===== config.mk =====
export PLATFORM = sky130hd
export DESIGN_NAME = exu_lsu
export DESIGN_NICKNAME = d
export VERILOG_FILES = /design/src/rtl/exu_lsu_pkg.sv /design/src/rtl/MuxKeyWithDefault.sv /design/src/rtl/exu_lsu_align.sv /design/src/rtl/exu_lsu.sv
export VERILOG_INCLUDE_DIRS = /design/src /design/src/rtl
export SDC_FILE = /design/constraint.sdc
export NUM_CORES = 1
export LEC_CHECK = 0
export CORE_UTILIZATION = 40
export DETAILED_ROUTE_END_ITERATION = 7
export HOLD_SLACK_MARGIN = 0.1
export PLACE_DENSITY_LB_ADDON = 0.15
export SLEW_MARGIN = 20
export SYNTH_ARGS = -nofsm -noshare
export SYNTH_HDL_FRONTEND = slang
export SYNTH_HIERARCHICAL = 1
export SYNTH_SLANG_ARGS = --single-unit

===== constraint.sdc =====
create_clock -name clk -period 2.3 [get_ports clk]
set_input_delay 0.46 -clock clk [delete_from_list [all_inputs] [get_ports clk]]
set_output_delay 0.46 -clock clk [all_outputs]
set_load 0.02 [all_outputs]

===== src/rtl/config.vh =====
// Shared configuration constants for the load/store unit: datapath width,
// FSM state encodings and access-size codes.
`ifndef EXU_LSU_CONFIG_VH
`define EXU_LSU_CONFIG_VH

`define ISA_WIDTH       32

`define LSU_STATE_WIDTH 3
`define LSU_ST_IDLE     3'd0
`define LSU_ST_REQ      3'd1
`define LSU_ST_WAIT     3'd2
`define LSU_ST_DONE     3'd3
`define LSU_ST_ERR      3'd4

`define LSU_SIZE_B      2'd0
`define LSU_SIZE_H      2'd1
`define LSU_SIZE_W      2'd2

`endif


===== src/rtl/exu_lsu_pkg.sv =====
// Types, constants and helpers shared by the load/store unit files.
`include "config.vh"

package exu_lsu_pkg;

  localparam int ISA_W = `ISA_WIDTH;
  localparam int ST_W  = `LSU_STATE_WIDTH;

  typedef enum logic [`LSU_STATE_WIDTH-1:0] {
    S_IDLE = `LSU_ST_IDLE,
    S_REQ  = `LSU_ST_REQ,
    S_WAIT = `LSU_ST_WAIT,
    S_DONE = `LSU_ST_DONE,
    S_ERR  = `LSU_ST_ERR
  } lsu_state_e;

  localparam logic [1:0] SZ_B = `LSU_SIZE_B;
  localparam logic [1:0] SZ_H = `LSU_SIZE_H;
  localparam logic [1:0] SZ_W = `LSU_SIZE_W;

  // An access is misaligned when it does not sit on its natural boundary;
  // the unused size code is always treated as an error.
  function automatic logic lsu_misaligned(input logic [1:0] i_sz, input logic [1:0] i_off);
    logic r;
    case (i_sz)
      SZ_B:    r = 1'b0;
      SZ_H:    r = i_off[0];
      SZ_W:    r = (i_off != 2'b00);
      default: r = 1'b1;
    endcase
    return r;
  endfunction

endpackage


===== src/rtl/MuxKeyWithDefault.sv =====
// Generic key/value lookup mux. Each lut entry is {key, data}; the output is
// the data of the entry whose key matches, or i_default when none matches.
module MuxKeyWithDefault #(
  parameter int NR_KEY   = 2,
  parameter int KEY_LEN  = 1,
  parameter int DATA_LEN = 1
) (
  output logic [DATA_LEN-1:0]                  o_out,
  input  logic [KEY_LEN-1:0]                   i_key,
  input  logic [DATA_LEN-1:0]                  i_default,
  input  logic [NR_KEY*(KEY_LEN+DATA_LEN)-1:0] i_lut
);

  localparam int PAIR = KEY_LEN + DATA_LEN;

  logic [DATA_LEN-1:0] w_acc;
  logic                w_hit;

  // OR together the data of every matching entry, fall back to the default.
  always_comb begin
    w_acc = {DATA_LEN{1'b0}};
    w_hit = 1'b0;
    for (int i = 0; i < NR_KEY; i++) begin
      w_hit = w_hit | (i_lut[i*PAIR+DATA_LEN +: KEY_LEN] == i_key);
      w_acc = w_acc | ((i_lut[i*PAIR+DATA_LEN +: KEY_LEN] == i_key) ?
                       i_lut[i*PAIR +: DATA_LEN] : {DATA_LEN{1'b0}});
    end
    o_out = w_hit ? w_acc : i_default;
  end

endmodule


===== src/rtl/exu_lsu_align.sv =====
// Byte-lane alignment for the load/store unit: builds the store byte mask
// and replicated store data, and right-justifies load data.
module exu_lsu_align
  import exu_lsu_pkg::*;
(
  input  logic [1:0]  i_size,
  input  logic [1:0]  i_off,
  input  logic [31:0] i_wdata,
  input  logic [31:0] i_rdata,
  output logic [3:0]  o_wmask,
  output logic [31:0] o_wdata,
  output logic [31:0] o_rdata
);

  // Place store data on every lane it could occupy; the mask selects one.
  always_comb begin
    o_wmask = 4'b0000;
    o_wdata = 32'h0000_0000;
    case (i_size)
      SZ_B: begin
        o_wmask = 4'b0001 << i_off;
        o_wdata = {4{i_wdata[7:0]}};
      end
      SZ_H: begin
        o_wmask = 4'b0011 << i_off;
        o_wdata = {2{i_wdata[15:0]}};
      end
      SZ_W: begin
        o_wmask = 4'b1111;
        o_wdata = i_wdata;
      end
      default: begin
        o_wmask = 4'b0000;
        o_wdata = 32'h0000_0000;
      end
    endcase
  end

  // Shift the addressed byte down to bit 0; upper bits fill with zero.
  always_comb begin
    o_rdata = i_rdata >> {i_off, 3'b000};
  end

endmodule


===== src/rtl/exu_lsu.sv =====
// Load/store unit: accepts one memory operation at a time, issues a single
// request/response transaction on the memory port and reports completion
// with a one-cycle done pulse (err marks alignment faults and timeouts).
`include "config.vh"

module exu_lsu
  import exu_lsu_pkg::*;
#(
  parameter int TIMEOUT = 255
) (
  input  logic                  clk,
  input  logic                  rst,
  input  logic                  req_valid,
  output logic                  req_ready,
  input  logic                  is_load,
  input  logic                  is_store,
  input  logic [1:0]            size,
  input  logic [`ISA_WIDTH-1:0] addr,
  input  logic [`ISA_WIDTH-1:0] wdata,
  output logic                  mem_req_valid,
  input  logic                  mem_req_ready,
  output logic [`ISA_WIDTH-1:0] mem_addr,
  output logic                  mem_wen,
  output logic [31:0]           mem_wdata,
  output logic [3:0]            mem_wmask,
  input  logic                  mem_resp_valid,
  input  logic [31:0]           mem_rdata,
  output logic [`ISA_WIDTH-1:0] mem_r,
  output logic                  done,
  output logic                  err
);

  localparam logic [8:0] TO_LIM = 9'(TIMEOUT);

  lsu_state_e       r_state;
  logic [ISA_W-1:0] r_addr;
  logic [31:0]      r_wdata;
  logic [1:0]       r_size;
  logic             r_is_store;
  logic [7:0]       r_cnt;
  logic [ISA_W-1:0] r_mem_r;

  logic             w_take;
  logic             w_misal;
  logic             w_timeout;
  logic [ST_W-1:0]  w_idle_nxt;
  logic [ST_W-1:0]  w_req_nxt;
  logic [ST_W-1:0]  w_wait_nxt;
  logic [ST_W-1:0]  w_nxt;
  logic [3:0]       w_ctrl;
  logic [3:0]       w_al_wmask;
  logic [31:0]      w_al_wdata;
  logic [31:0]      w_al_rdata;
  logic [5*(ST_W+ST_W)-1:0] w_ns_lut;
  logic [5*(ST_W+4)-1:0]    w_out_lut;

  assign w_take    = req_valid & (is_load ^ is_store);
  assign w_misal   = lsu_misaligned(size, addr[1:0]);
  assign w_timeout = (({1'b0, r_cnt} + 9'd1) == TO_LIM);

  // Per-state next-state candidates, selected below by the current state.
  always_comb begin
    w_idle_nxt = S_IDLE;
    w_req_nxt  = S_REQ;
    w_wait_nxt = S_WAIT;
    if (w_take && w_misal) w_idle_nxt = S_ERR;
    else if (w_take)       w_idle_nxt = S_REQ;
    else                   w_idle_nxt = S_IDLE;
    if (mem_req_ready) w_req_nxt = S_WAIT;
    else               w_req_nxt = S_REQ;
    if (mem_resp_valid) w_wait_nxt = S_DONE;
    else if (w_timeout) w_wait_nxt = S_ERR;
    else                w_wait_nxt = S_WAIT;
  end

  assign w_ns_lut = {S_IDLE, w_idle_nxt,
                     S_REQ,  w_req_nxt,
                     S_WAIT, w_wait_nxt,
                     S_DONE, S_IDLE,
                     S_ERR,  S_IDLE};

  // Control outputs per state: {req_ready, mem_req_valid, done, err}.
  assign w_out_lut = {S_IDLE, 4'b1000,
                      S_REQ,  4'b0100,
                      S_WAIT, 4'b0000,
                      S_DONE, 4'b0010,
                      S_ERR,  4'b0011};

  MuxKeyWithDefault #(.NR_KEY(5), .KEY_LEN(ST_W), .DATA_LEN(ST_W)) u_ns_mux (
    .o_out     (w_nxt),
    .i_key     (r_state),
    .i_default (S_IDLE),
    .i_lut     (w_ns_lut)
  );

  MuxKeyWithDefault #(.NR_KEY(5), .KEY_LEN(ST_W), .DATA_LEN(4)) u_out_mux (
    .o_out     (w_ctrl),
    .i_key     (r_state),
    .i_default (4'b0000),
    .i_lut     (w_out_lut)
  );

  exu_lsu_align u_align (
    .i_size  (r_size),
    .i_off   (r_addr[1:0]),
    .i_wdata (r_wdata),
    .i_rdata (mem_rdata),
    .o_wmask (w_al_wmask),
    .o_wdata (w_al_wdata),
    .o_rdata (w_al_rdata)
  );

  // State register.
  always_ff @(posedge clk) begin
    if (!rst) r_state <= S_IDLE;
    else      r_state <= lsu_state_e'(w_nxt);
  end

  // Operation latch, wait counter and load-result register.
  always_ff @(posedge clk) begin
    if (!rst) begin
      r_addr     <= {ISA_W{1'b0}};
      r_wdata    <= 32'h0000_0000;
      r_size     <= 2'b00;
      r_is_store <= 1'b0;
      r_cnt      <= 8'd0;
      r_mem_r    <= {ISA_W{1'b0}};
    end else begin
      case (r_state)
        S_IDLE: begin
          if (w_take) begin
            r_addr     <= addr;
            r_wdata    <= wdata[31:0];
            r_size     <= size;
            r_is_store <= is_store;
          end
        end
        S_REQ: r_cnt <= 8'd0;
        S_WAIT: begin
          if (mem_resp_valid) begin
            if (!r_is_store) r_mem_r <= ISA_W'(w_al_rdata);
          end else begin
            r_cnt <= r_cnt + 8'd1;
          end
        end
        default: ;
      endcase
    end
  end

  assign req_ready     = w_ctrl[3];
  assign mem_req_valid = w_ctrl[2];
  assign done          = w_ctrl[1];
  assign err           = w_ctrl[0];
  assign mem_wen       = w_ctrl[2] & r_is_store;
  assign mem_wmask     = mem_wen ? w_al_wmask : 4'b0000;
  assign mem_wdata     = w_al_wdata;
  assign mem_addr      = {r_addr[ISA_W-1:2], 2'b00};
  assign mem_r         = r_mem_r;

endmodule


==> key figures, run 1 <==
STA
  – Final worst setup slack: -0.175 ns
  – Final max-slew violation count: 0
  – Worst slew pin tran: 0.629 ns
  – Slew margin rel.: 0.580
  – Final setup fails: 9
  – Worst Hold Slack: roughly 0.45 ns
  – Final hold violations: 0
  – Period utilization: 1.08
  – Unrepaired setup endpoints after global routing: true
  – Fmax: 0.404 GHz
  – Clock skew: about 0.0043 ns
  – Tmin final: between 2 and 2.5 ns

Logic synthesis
  – Register area share after synthesis: 0.348
  – Synthesis Warnings: 6
  – Synth Instances: slightly below 800
  – Yosys top cell area share: 0.348
  – Synth area leaders: dfxtp_1 35%, nand2_1 9.0%, mux2i_1 7.6%
  – Average size of a mapped cell: 8.07 µm²
  – Post-synth EDFFs: 0
  – Synth area leader: dfxtp_1
  – Commonest cells post-synth: 152 x nand2_1, 110 x dfxtp_1, 84 x o21ai_0
  – Synthesized area: roughly 6300 µm²
  – Most frequent cell after synthesis: nand2_1
  – Synth Flop Type: dfxtp_1
  – Yosys reg bits: between 100 and 150
  – Ys async rst share: 0
  – Synth cell types: 54

Clock network
  – CTS max path bufs: 2
  – Worst-path clk slew: approximately 0.070 ns
  – H-tree depth: 3
  – Root Buffer: clkbuf_16
  – Worst-Skew Late Latency: 0.35 ns
  – TritonCTS clock tree: done
  – CTS Buf Count: 9
  – Clock sink count: 110

Cells and area
  – Multi-input combinational cell area: ~3800 µm²
  – Final-stage net count: 1119
  – Area growth syn-to-layout: 43.9%
  – Share of post-route cells with drive strength above 1: 0.112
  – Filler Cell Count: ~1400
  – Reg area: about 2200 µm²
  – ANT cells: 0

Detailed routing
  – M1 WL: between 7000 and 8000 µm
  – Met3 WL: just over 1000 µm
  – Initial DRC Count: between 300 and 400
  – Routed vias: just under 6000
  – First-pass detailed-route iteration total: 5
  – WL/cell: 13.4 µm
  – WL final: 16500 µm
  – Met2 WL: ~7500 µm
  – Top layer in use: met4
  – Post-route ant nets: 0
  – Vias per Instance: around 4.7
  – Final routed DRC violation total: 0

Min path
  – Worst min path class: flop to flop

Floorplan
  – Die ar.: 16300 µm²
  – Rows: 45
  – Chip Height: 128 µm
  – Top Ports: 210
  – Core ar.: between 15000 and 20000 µm²
  – Initial Utilization: 0.413
  – Die Wd: 128 µm

Global route
  – Total gr overflow: 0
  – Largest net degree at the start of global routing: between 100 and 150
  – Antenna violations before repair: 0
  – First-pass GRT wire length: around 26000 µm
  – GRT Resource Usage Total: 0.203
  – Vias in the first global route: between 5000 and 6000

Placement
  – Port bufs: between 200 and 250
  – Dpl hpwl: ~12000 µm
  – GP Congestion: between 0.8 and 0.9
  – DP Worst Slack: -0.426 ns

Power and ir drop
  – Power Total: 0.00758 W
  – Pwr/cell area: 834 nW/µm²
  – Pleak: roughly 3.7 nW
  – Worst vdd ir: approximately 500 µV

Worst setup path
  – WP data arrival: a little over 2 ns
  – Required @ worst endpoint: roughly 1.8 ns
  – Worst-path maximum fanout: 6
  – Setup crit end kind: output pin
  – CP Class: flop to output pin
  – Critical Path Start Type: flop

Status
  – Failing checks: negative setup slack
  – Status: finished with violations

Job
  – Max cap viols: 0
[timing repair]
| action | 4_1_cts | 5_1_grt |
|---|---|---|
| endpoints found under the hold margin | 0 | 0 |
| hold buffers | 0 | 0 |
| setup buffers | 5 | 0 |
| endpoints found under the setup margin | 41 | 29 |
| gates resized for setup | 75 | 21 |
| pin swaps | 7 | 5 |
[worst max-delay path, stage by stage, from the launching register on]
cell and delay [ns]:
dfxtp_4 0.39, buf_6 0.11, xor2_2 0.14, nor3_2 0.06, nor3_2 0.24, nand2_4 0.08
mux2_4 0.35, and3_4 0.18, buf_6 0.12
[cells by family (layout without fill, tap and decap cells)]
logic type               Yosys count  count (layout)  synth area share
adder cells (fa/ha/maj)            2               2           0.00396
XOR/XNOR                          33              33            0.0529
multiplexers                      55              55            0.0926
buffers and inverters            102             271             0.101
AO/OA/AOI/OAI                    171             171             0.159
AND/OR/NAND/NOR                  308             308             0.241
flip-flops                       110             110             0.348
other                              2              67           0.00119
[registers in the layout, indices dropped and copies added (netlist names)]
name and count:
r_state 3, r_size 2, r_is_store 1, r_addr 32, r_cnt 8, mem_r 32
r_wdata 32
[worst paths after layout]
kind / start / end / slack (ns) / cells after the start
min: mem_r[22] / mem_r[22] / 0.45 / 2
max reg2reg: r_cnt[0] / r_state[1] / 0.15 / 10
max: r_state[2] / mem_wmask[1] / -0.18 / 8
min reg2reg: mem_r[22] / mem_r[22] / 0.45 / 2
[routing by layer]
| metal | global-route usage | up-vias |
|---|---|---|
| li1 | - | 3055 |
| met1 | 0.268 | 2585 |
| met2 | 0.333 | 148 |
| met3 | 0.0543 | 7 |
| met4 | 0.0415 | 0 |
| met5 | 0 | - |
[power by group]
| part | internal, W | switching, W | total (W) |
|---|---|---|---|
| sequential | 0.00219 | 0.000229 | 0.00242 |
| clock | 0.000850 | 0.000712 | 0.00156 |
| combinational | 0.00173 | 0.00187 | 0.00360 |
[placed cells by master, fill, tap and decap left out, types with 3 or more instances in the layout]
cell             netlist  final
a222oi_1               7      7
xor2_1                25     23
nand3b_1               8      8
o21ai_1                7      7
nand2_1              152    152
a22oi_1                8      8
mux2_4                 7      7
nor3_2                12     12
mux2i_1               48     48
a22o_1                 8      8
dfxtp_1              110    105
nor2_1                17     16
o21ai_0               84     84
o2bb2ai_1              8      8
a21oi_1               35     35
clkdlybuf4s50_1        0    171
buf_6                 13      8
buf_4                 36     35
nand3_1               73     72
dlygate4sd2_1          0     13
dlymetal6s2s_1         0     13
buf_12                 0      7
inv_1                  6      6
dfxtp_4                0      3
nor2b_1                3      3
conb_1                 2     67
and3_4                 0      4
and2_1                20     19
xor2_2                 6      7
clkbuf_16              0      9
a31oi_1                3      3
[cell type report]
class / count / area share
inverter: 6 / 0.00248
multi-input combinational: 636 / 0.419
tap: 211 / 0.0290
clock inverter: 5 / 0.00647
clock buffer: 11 / 0.0256
timing repair buffer: 249 / 0.274
sequential: 110 / 0.244
[metrics by stage]
| stage | area [µm²] | instances | utilization | TNS (ns) |
|---|---|---|---|---|
| floorplan | 6570 | 848 | - | 0 |
| global placement | 8660 | 1207 | 0.565 | -3.40 |
| detailed placement | 8660 | 1207 | 0.565 | -3.69 |
| CTS | 9030 | 1228 | 0.590 | -1.56 |
| global route | 9090 | 1228 | 0.594 | -2.08 |
| finish | 9090 | 1228 | 0.594 | -1.21 |
No activity file was read; power rests on OpenSTA's default activity.
==> run 2: changes to the inputs <==
- CELL_PAD_IN_SITES_DETAIL_PLACEMENT: unset -> 1
- CELL_PAD_IN_SITES_GLOBAL_PLACEMENT: unset -> 1
- CORE_UTILIZATION: 40 -> 30
- PLACE_DENSITY: unset -> 0.78
- PLACE_DENSITY_LB_ADDON: 0.15 -> unset
==> key figures, run 2 (same netlist as run 1, synthesis figures left out) <==
Floorplan
  – Chip Height: 147 µm (was 128 µm)
  – Die ar.: 21700 µm² (was 16300 µm²)
  – Die Wd: 147 µm (was 128 µm)
  – Rows: 52 (was 45)
  – Top Ports: 210 (unchanged)
  – Core ar.: 20400 µm² (was 15300 µm²)
  – Initial Utilization: 0.309 (was 0.413)

Detailed routing
  – Final routed DRC violation total: 0 (unchanged)
  – Initial DRC Count: 257 (was 372)
  – WL final: 20200 µm (was 16500 µm)
  – First-pass detailed-route iteration total: 4 (was 5)
  – Vias per Instance: 4.71 (was 4.72)
  – WL/cell: 15.6 µm (was 13.4 µm)
  – Post-route ant nets: 0 (unchanged)
  – Routed vias: 6100 (was 5795)

Cells and area
  – Most frequent cells in the layout: 164 x clkdlybuf4s50_1, 152 x nand2_1, 104 x dfxtp_1 (was 171 x clkdlybuf4s50_1, 152 x nand2_1, 105 x dfxtp_1)
  – ANT cells: 0 (unchanged)
  – Area growth syn-to-layout: 46.1% (was 43.9%)
  – Final-stage net count: 1126 (was 1119)
  – Post-Layout Cell Count: 1294 (was 1228)
  – Share of post-route cells with drive strength above 1: 0.131 (was 0.112)
  – Most common cell after layout, fill and taps aside: clkdlybuf4s50_1 (unchanged)
  – Filler Cell Count: 2476 (was 1447)

Power and ir drop
  – Combinational fraction of design power: 0.480 (was 0.475)
  – Internal Power: 0.00472 W (was 0.00477 W)
  – Clk pwr share: 0.205 (was 0.206)
  – Worst vdd ir: 449 µV (was 497 µV)
  – Power Total: 0.00777 W (was 0.00758 W)
  – Pleak: 3.58 nW (was 3.67 nW)
  – Net Sw Frac: 0.393 (was 0.371)
  – Pwr/cell area: 842 nW/µm² (was 834 nW/µm²)
  – Psw: 0.00306 W (was 0.00281 W)
  – Sequential Power Share: 0.315 (was 0.319)

Global route
  – Antenna violations before repair: 1 (was 0)
  – First-pass GRT wire length: 32300 µm (was 26400 µm)
  – GRT Resource Usage Total: 0.187 (was 0.203)
  – Total gr overflow: 0 (unchanged)
  – Largest net degree at the start of global routing: 135 (was 102)
  – Vias in the first global route: 6091 (was 5246)

Clock network
  – CTS max path bufs: 2 (unchanged)
  – Worst-Skew Late Latency: 0.36 ns (was 0.35 ns)
  – # hold bufs at CTS: 0 (unchanged)
  – Clock sink count: 110 (unchanged)
  – CTS Buf Count: 9 (unchanged)
  – TritonCTS clock tree: done (unchanged)
  – H-tree depth: 3 (unchanged)
  – Root Buffer: clkbuf_16 (unchanged)
  – Worst-path clk slew: 0.08 ns (was 0.07 ns)

STA
  – Final worst setup slack: -0.233 ns (was -0.175 ns)
  – Final hold violations: 0 (unchanged)
  – Clock skew: 0.0129 ns (was 0.00426 ns)
  – Worst slew pin tran: 0.538 ns (was 0.629 ns)
  – Slew margin rel.: 0.641 (was 0.580)
  – Unrepaired setup endpoints after global routing: true (unchanged)
  – Setup tns final: -1.58 ns (was -1.21 ns)
  – Worst Hold Slack: 0.456 ns (was 0.455 ns)
  – Period utilization: 1.10 (was 1.08)
  – Tmin final: 2.53 ns (was 2.48 ns)
  – Final setup fails: 9 (unchanged)
  – Fmax: 0.395 GHz (was 0.404 GHz)
  – Final max-slew violation count: 0 (unchanged)

Status
  – Status: finished with violations (unchanged)
  – Failing checks: negative setup slack (unchanged)

Placement
  – Dpl hpwl: 15100 µm (was 12000 µm)
  – Port bufs: 207 (unchanged)
  – GP Congestion: 0.847 (was 0.816)
  – Placed Cells: 1273 (was 1207)
  – DP Worst Slack: -0.450 ns (was -0.426 ns)

Worst setup path
  – WP data arrival: 2.07 ns (was 2.02 ns)
  – Worst reg2reg path depth: 10 (unchanged)
  – CP Class: flop to output pin (unchanged)
  – Setup crit end kind: output pin (unchanged)
  – Required @ worst endpoint: 1.84 ns (about the same)
  – Critical Path Start Type: flop (unchanged)
  – Worst-path maximum fanout: 6 (unchanged)

Job
  – Max cap viols: 0 (unchanged)

Min path
  – Cell count of the worst hold path: 2 (unchanged)
  – Worst min path class: flop to flop (unchanged)
-- run 2: cell types whose count changed in the layout (fill, tap and decap cells not counted), moves of 2 or more --
cell | before | now
ha_1 | 2 | 0
clkbuf_1 | 2 | 0
clkinv_8 | 0 | 2
inv_6 | 0 | 2
clkdlybuf4s50_1 | 171 | 164
clkinv_2 | 2 | 0
dlygate4sd2_1 | 13 | 32
dlymetal6s2s_1 | 13 | 1
buf_4 | 35 | 42
xor2_2 | 7 | 12
xor2_1 | 23 | 18
-- run 2: critical path, stage by stage (launching register included) --
cell and delay (ns):
dfxtp_4 0.39, buf_6 0.13, xor2_2 0.14, nor3_2 0.07
nor3_2 0.24, nand2_4 0.07, mux2_4 0.37, and3_4 0.20
buf_6 0.12
-- run 2: path summary, 6_finish.rpt --
kind	from	to	slack, ns
worst min-delay path	mem_r[9]	mem_r[9]	0.46
worst max register to register	r_cnt[0]	r_state[1]	0.12
worst max-delay path	r_state[2]	mem_wmask[0]	-0.23
worst min register to register	mem_r[9]	mem_r[9]	0.46
-- run 2: area by class of cell --
| type | instances | area (µm²) | area share |
|---|---|---|---|
| tap | 270 | 338 | 0.0366 |
| inverter | 6 | 22.5 | 0.00244 |
| clock buffer | 9 | 225 | 0.0244 |
| multi-input combinational | 636 | 3870 | 0.419 |
| timing repair buffer | 256 | 2480 | 0.269 |
| sequential | 110 | 2220 | 0.240 |
| clock inverter | 7 | 77.6 | 0.00840 |
-- run 2: metal layers --
layer,track usage,share of wire,vias up
met5,0,0,-
met4,0.0443,0.015,0
met3,0.0578,0.072,23
met2,0.311,0.46,171
met1,0.234,0.45,2852
li1,-,-,3054
-- run 2: metrics by stage --
stage,util,instance area (µm²)
floorplan,-,6570
global placement,0.430,8780
detailed placement,0.430,8780
CTS,0.450,9200
global route,0.452,9240
finish,0.452,9240
-- run 2: repair_timing --
item,4_1_cts,5_1_grt
gates resized for setup,106,11
setup endpoints to repair,42,10
pin swaps,13,4
buffers inserted,5,1
-- run 2: power groups by stage --
stage               Sequential [W]  Combinational (W)  Clock (W)
finish                     0.00245            0.00373    0.00159
global route               0.00249            0.00404    0.00173
CTS                        0.00245            0.00374    0.00167
detailed placement         0.00247            0.00370          0
global placement           0.00245            0.00362          0
floorplan                  0.00246            0.00239          0
==> run 3: changes to the inputs <==
- RECOVER_POWER: unset -> 25
==> results of run 3 <==
Final layout, timing and power as in run 2 (identical DEF).
